[src/rtl/bus_rr_arbiter_pkg.sv]
// Shared types and helpers for the round-robin bus arbiter.
// State encoding, default sizes and a one-hot to index converter.
package arb_pkg;

    localparam int DEF_NREQ = 4;
    localparam int DEF_IDW  = 2;

    typedef enum logic {
        IDLE = 1'b0,
        BUSY = 1'b1
    } state_t;

    // Inputs are one-hot (or zero), so OR-ing the set positions yields the index.
    function automatic logic [2:0] onehot_to_index(input logic [7:0] oh);
        logic [2:0] idx;
        idx = '0;
        for (int i = 0; i < 8; i++) begin
            if (oh[i]) begin
                idx = idx | 3'(i);
            end
        end
        return idx;
    endfunction

endpackage

[src/rtl/bus_rr_arbiter_if.sv]
// Request/grant bundle between the requesting masters and the arbiter.
// The master modport drives requests; the slave modport returns grants.
interface bus_rr_arbiter_if #(
    parameter int NREQ = arb_pkg::DEF_NREQ,
    parameter int IDW  = arb_pkg::DEF_IDW
);

    logic [NREQ-1:0] REQ;
    logic [NREQ-1:0] LOCK;
    logic            DONE;
    logic [NREQ-1:0] GNT;
    logic            GNT_VALID;
    logic [IDW-1:0]  GNT_ID;
    logic            TIMEOUT;

    modport master (
        output REQ,
        output LOCK,
        output DONE,
        input  GNT,
        input  GNT_VALID,
        input  GNT_ID,
        input  TIMEOUT
    );

    modport slave (
        input  REQ,
        input  LOCK,
        input  DONE,
        output GNT,
        output GNT_VALID,
        output GNT_ID,
        output TIMEOUT
    );

endinterface

[src/rtl/bus_rr_arbiter_rr_pick.sv]
// Combinational round-robin winner selection.
// Searches req from ptr upward, wrapping at NREQ, and reports the first hit.
module rr_pick
    import arb_pkg::*;
#(
    parameter int NREQ = DEF_NREQ,
    parameter int IDW  = DEF_IDW
) (
    input  logic [NREQ-1:0] req,
    input  logic [IDW-1:0]  ptr,
    output logic [NREQ-1:0] win,
    output logic [IDW-1:0]  win_id,
    output logic            any
);

    logic           found;
    logic [IDW-1:0] k;

    always_comb begin
        win   = '0;
        found = 1'b0;
        k     = '0;
        for (int i = 0; i < NREQ; i++) begin
            k = IDW'((int'(ptr) + i) % NREQ);
            if (!found && req[k]) begin
                win[k] = 1'b1;
                found  = 1'b1;
            end
        end
    end

    assign win_id = IDW'(onehot_to_index(8'(win)));
    assign any    = |req;

endmodule

[src/rtl/bus_rr_arbiter.sv]
// Round-robin arbiter granting one shared resource to NREQ requesters.
// Optional watchdog release is built only when ARB_TIMEOUT_EN is defined.
module bus_rr_arbiter
    import arb_pkg::*;
#(
    parameter int NREQ       = DEF_NREQ,
    parameter int IDW        = DEF_IDW,
    parameter int TMO_CYCLES = 255
) (
    input logic            CLK,
    input logic            NRESET,
    bus_rr_arbiter_if.slave bus
);

    state_t          state_q;
    state_t          state_d;
    logic [NREQ-1:0] gnt_q;
    logic [NREQ-1:0] gnt_d;
    logic [IDW-1:0]  id_q;
    logic [IDW-1:0]  id_d;
    logic [IDW-1:0]  ptr_q;
    logic [IDW-1:0]  ptr_d;
    logic [IDW-1:0]  ptr_next;
    logic            valid_q;

    logic [NREQ-1:0] win;
    logic [IDW-1:0]  win_id;
    logic            any;

    logic            cur_req;
    logic            cur_lock;
    logic            expired;

    rr_pick #(
        .NREQ (NREQ),
        .IDW  (IDW)
    ) u_pick (
        .req    (bus.REQ),
        .ptr    (ptr_q),
        .win    (win),
        .win_id (win_id),
        .any    (any)
    );

    assign cur_req  = bus.REQ[id_q];
    assign cur_lock = bus.LOCK[id_q];
    assign ptr_next = (id_q == IDW'(NREQ - 1)) ? '0 : id_q + 1'b1;

    always_comb begin
        state_d = state_q;
        gnt_d   = gnt_q;
        id_d    = id_q;
        ptr_d   = ptr_q;
        unique case (state_q)
            IDLE: begin
                if (any) begin
                    gnt_d   = win;
                    id_d    = win_id;
                    state_d = BUSY;
                end
            end
            BUSY: begin
                if (bus.DONE && cur_lock && cur_req) begin
                    state_d = BUSY;
                end else if (bus.DONE || (cur_req && expired)) begin
                    gnt_d   = '0;
                    id_d    = '0;
                    ptr_d   = ptr_next;
                    state_d = IDLE;
                end else if (!cur_req) begin
                    // Withdrawal keeps the pointer so the requester is not penalised.
                    gnt_d   = '0;
                    id_d    = '0;
                    state_d = IDLE;
                end
            end
            default: begin
                state_d = IDLE;
                gnt_d   = '0;
                id_d    = '0;
            end
        endcase
    end

    always_ff @(posedge CLK or negedge NRESET) begin
        if (!NRESET) begin
            state_q <= IDLE;
            gnt_q   <= '0;
            id_q    <= '0;
            ptr_q   <= '0;
            valid_q <= 1'b0;
        end else begin
            state_q <= state_d;
            gnt_q   <= gnt_d;
            id_q    <= id_d;
            ptr_q   <= ptr_d;
            valid_q <= |gnt_d;
        end
    end

    assign bus.GNT       = gnt_q;
    assign bus.GNT_VALID = valid_q;
    assign bus.GNT_ID    = id_q;

`ifdef ARB_TIMEOUT_EN
    localparam int CW = $clog2(TMO_CYCLES + 1);

    logic [CW-1:0] cnt_q;
    logic [CW-1:0] cnt_d;
    logic          tmo_q;

    assign expired = (state_q == BUSY) && (cnt_q == CW'(TMO_CYCLES - 1));

    // Idle holds the count at zero, so entry to BUSY always starts fresh.
    always_comb begin
        cnt_d = cnt_q;
        if (state_q == IDLE || bus.DONE) begin
            cnt_d = '0;
        end else begin
            cnt_d = cnt_q + 1'b1;
        end
    end

    always_ff @(posedge CLK or negedge NRESET) begin
        if (!NRESET) begin
            cnt_q <= '0;
            tmo_q <= 1'b0;
        end else begin
            cnt_q <= cnt_d;
            tmo_q <= expired && cur_req && !bus.DONE;
        end
    end

    assign bus.TIMEOUT = tmo_q;
`else
    logic unused_tmo;

    assign expired     = 1'b0;
    assign unused_tmo  = ^TMO_CYCLES;
    assign bus.TIMEOUT = 1'b0;
`endif

endmodule

[src/flat_wrapper.sv]
// flat-port wrapper written by rule: the top's interface ports become plain ports
module bus_rr_arbiter_flat import arb_pkg::*;
#(
    parameter int NREQ       = DEF_NREQ,
    parameter int IDW        = DEF_IDW,
    parameter int TMO_CYCLES = 255
)
  (CLK, NRESET, bus_REQ, bus_LOCK, bus_DONE, bus_GNT, bus_GNT_VALID, bus_GNT_ID, bus_TIMEOUT);
  bus_rr_arbiter_if #(.NREQ(NREQ), .IDW(IDW)) bus_i ();
  input logic CLK;
  input logic NRESET;
  input wire logic [$bits(bus_i.REQ)-1:0] bus_REQ;
  input wire logic [$bits(bus_i.LOCK)-1:0] bus_LOCK;
  input wire logic [$bits(bus_i.DONE)-1:0] bus_DONE;
  output wire logic [$bits(bus_i.GNT)-1:0] bus_GNT;
  output wire logic [$bits(bus_i.GNT_VALID)-1:0] bus_GNT_VALID;
  output wire logic [$bits(bus_i.GNT_ID)-1:0] bus_GNT_ID;
  output wire logic [$bits(bus_i.TIMEOUT)-1:0] bus_TIMEOUT;
  assign bus_i.REQ = bus_REQ;
  assign bus_i.LOCK = bus_LOCK;
  assign bus_i.DONE = bus_DONE;
  assign bus_GNT = bus_i.GNT;
  assign bus_GNT_VALID = bus_i.GNT_VALID;
  assign bus_GNT_ID = bus_i.GNT_ID;
  assign bus_TIMEOUT = bus_i.TIMEOUT;
  bus_rr_arbiter #(.NREQ(NREQ), .IDW(IDW), .TMO_CYCLES(TMO_CYCLES)) u_core (.CLK(CLK), .NRESET(NRESET), .bus(bus_i));
endmodule
[config.mk]
export PLATFORM = sky130hd
export DESIGN_NAME = bus_rr_arbiter_flat
export DESIGN_NICKNAME = d
export VERILOG_FILES = /design/src/rtl/bus_rr_arbiter_pkg.sv /design/src/rtl/bus_rr_arbiter_if.sv /design/src/rtl/bus_rr_arbiter_rr_pick.sv /design/src/rtl/bus_rr_arbiter.sv /design/src/flat_wrapper.sv
export SDC_FILE = /design/constraint.sdc
export NUM_CORES = 1
export LEC_CHECK = 0
export BUFFER_PORTS_ARGS = -buffer_cell sky130_fd_sc_hd__buf_2
export CORE_ASPECT_RATIO = 0.9
export CORE_MARGIN = 2
export CORE_UTILIZATION = 48
export DETAILED_ROUTE_END_ITERATION = 10
export GPL_TIMING_DRIVEN = 1
export PLACE_DENSITY = 0.74
export SYNTH_ARGS = -nofsm -noshare
export SYNTH_HDL_FRONTEND = slang
export SYNTH_SLANG_ARGS = --single-unit
export TNS_END_PERCENT = 10
[constraint.sdc]
create_clock -name CLK -period 2.3 [get_ports CLK]
set_clock_uncertainty 0.05 [all_clocks]
set_input_delay 0.345 -clock CLK [delete_from_list [all_inputs] [get_ports CLK]]
set_output_delay 0.345 -clock CLK [all_outputs]
set_load 0.02 [all_outputs]
==> impl_results.md <==
- Die Y: 45.2 um
- Minimum clock period: 2290 ps
- Worst path required time: 2440 ps
- Initial DRC count: 31
- Number of I/O port buffers: 17
- Synth unique cells: 33
- Hold Fails Final Rpt: 0
- Setup TNS: 0 ps
- Routed WL per cell: 16.5 um
- Initial antenna violation count: 0
- Maximum VDD drop: 0.808 mV
- Clock Root Buffer: clkbuf_4
- Final #Nets: 134
- Clock-pin slew on the worst setup and hold paths: 80 ps
- Die Area: 2250 sq um
- Outcome: finished, final reports clean
- Max-cap violations: 0
- Post-Route WL: 2300 um
- Worst hold slack: 392 ps
- Synth Warn #: 0
- Initial Util: 52.8%
- # IOs: 19
- Largest net degree at the start of global routing: 11
- Cell Area, Placed: 1030 sq um
- DRC viols: 0
- Worst Setup SP: u_core.ptr_q[1]
- Period utilisation layout: 99.4%
- # fillers: 164
- Fin worst setup slack: 14.8 ps
- Reg2Reg Depth: 7
- Mean Syn Cell Area: 9.74 sq um
- Post-route cell area: 1110 sq um
- Reg-to-Reg End: u_core.bus.GNT_ID[0]
- Worst r2r src: u_core.ptr_q[1]
- Worst setup EP type: register
- Via density: 5.95
- GRT Util Overall: 21.5%
- Routability-driven placement congestion ratio: 0.814
- CORE AREA: 1720 sq um
- First-pass GRT wire length: 3580 um
- Clock sinks: 10
- Yosys reg bits: 10
- Clock H-tree levels: 1
- Asr flop ratio synth: 100%
- Dpl ws: 63.7 ps
- Clock latency on the worst-skew pair: 280 ps
- Inserted Clock Buffers: 3
- Prevailing post-synth register cell: dfrtp_1
- TritonCTS clock tree: built
- Highest clock rate: 0.438 GHz
- CP startpoint kind: register
- Number of enable flip-flop cells after synthesis: 0
- Final Slew Violations: 0
- Worst hold path type: input port to async pin
- HPWL after detailed placement: 1600 um
- Vias in the first global route: 743
- Mapped cell area: 906 sq um
- Fin cells: 139
- Routed Antenna Nets: 0
- Die width: 49.8 um
- Clk buf depth: 2
- Area grow syn2layout: 22.8%
- Final Setup Violations: 0
- Reg-to-reg slack, setup: 10 ps
- Power Density: 1460 nW/um^2
- Grt total ovfl: 0
- RSZ-0062 raised after global routing: true
- Arrival time of the worst setup path: 2420 ps
- Vias: 827
- # diodes: 0
- Syn_nets: 111
- Share of layout cells above drive strength 1: 34.8%
- Pleak: 0.000488 uW
- Max FO, Critical Path: 6
- Router iterations before antenna repair: 4
- Synth Instances: 93
- Critical path type: register to register
- Dpl cells: 134
- Row count: 14
- Seq/Total Area, Yosys: 27.6%
-- layout make-up --
class | count | area, sq um | share of cell area [%]
inverter | 6 | 22.5 | 2.02
multi-input combinational | 75 | 663 | 59.6
clock buffer | 4 | 36.3 | 3.26
tap | 24 | 30.0 | 2.70
sequential | 10 | 250 | 22.5
timing repair buffer | 20 | 110 | 9.90
-- Yosys cell counts (2+ instances only) --
master | number | area share [%]
o311ai_1 | 2 | 1.9
nand3b_1 | 4 | 3.3
ha_1 | 7 | 9.7
nand2_1 | 13 | 5.4
o21ai_0 | 7 | 3.9
nand2b_1 | 2 | 1.4
mux4_2 | 3 | 7.5
o211ai_2 | 3 | 4.1
a31oi_1 | 2 | 1.4
a21boi_0 | 2 | 1.7
dfrtp_1 | 10 | 28
nor2_1 | 7 | 2.9
a21oi_1 | 3 | 1.7
nand3_1 | 2 | 1.1
mux4_1 | 3 | 8.7
inv_1 | 6 | 2.5
-- power by group --
| group | internal [uW] | switching, uW |
|---|---|---|
| clock network | 96.3 | 72.1 |
| registers | 259 | 70.8 |
| logic | 480 | 641 |
| total | 835 | 784 |
-- stage by stage --
step           total power (uW)  util (%)
5_1_grt                    1750      64.8
3_5_place_dp               1340      59.8
6_report                   1620      64.8
4_1_cts                    1520      62.5
3_3_place_gp               1310      59.8
2_1_floorplan              1100         -
-- sequential cells by signal, summed over array words and instances (netlist names) --
signal / flops
u_core.ptr_q: 2
u_core.bus.GNT_ID: 2
u_core.bus.GNT_VALID: 1
u_core.bus.GNT: 4
u_core.state_q: 1
-- layout by cell type (no fill, tap or decap), types with 2 or more instances in the layout --
cell      netlist  routed
mux4_1          3       2
buf_4           1       2
mux4_2          3       4
o211ai_4        0       2
dfrtp_1        10      10
o21ai_0         7       6
clkbuf_4        0       3
inv_2           0       2
nand2_1        13      13
o311ai_2        0       2
nand3_1         2       2
a31oi_1         2       2
inv_1           6       4
nand2b_1        2       2
o21ai_1         1       2
nor2_1          7       7
a21oi_1         3       3
buf_2           0      17
a21boi_2        1       3
nand3b_1        4       4
ha_1            7       6
-- worst max path at each step --
| stage | end | slack, ps | cells past startpoint |
|---|---|---|---|
| floorplan | u_core.bus.GNT_VALID | 40 | 8 |
| global placement | u_core.bus.GNT_VALID | 140 | 7 |
| detailed placement | u_core.bus.GNT_VALID | 60 | 7 |
| CTS | u_core.bus.GNT_VALID | 30 | 7 |
| global route | u_core.bus.GNT_VALID | -30 | 7 |
| finish | u_core.bus.GNT_ID[0] | 10 | 7 |
-- metal layers --
layer	up-vias	global-route usage (%)	share of wire, %
li1	396	-	-
met1	391	28.2	45
met2	36	36.5	48
met3	4	2.98	5.2
met4	0	8.33	1.5
met5	-	0	0
-- critical path: stages, from the launching register on --
cell and delay (ps):
dfrtp_1 400, inv_2 110, ha_4 230, or3b_1 390
a2111o_1 490, a21boi_2 230, nor2_1 100, a31oi_1 180
-- repair_timing --
action / CTS / global route
resized for setup: 0 / 9
setup endpoints to repair: 0 / 5
hold buffers: 1 / 0
endpoints found under the hold margin: 10 / 0
setup buffers: 0 / 0
-- kinds of logic (layout without fill, tap and decap cells) --
family	count (synthesis)	in the layout	share of synthesized area (%)
mux	6	6	16.2
compound gates	27	27	21.8
fa+ha+maj	7	7	9.67
buf+inv	8	30	4.56
simple gates	34	34	19.8
flops	10	10	27.6
other cells	1	1	0.414
(Power assumes the default switching activity.)
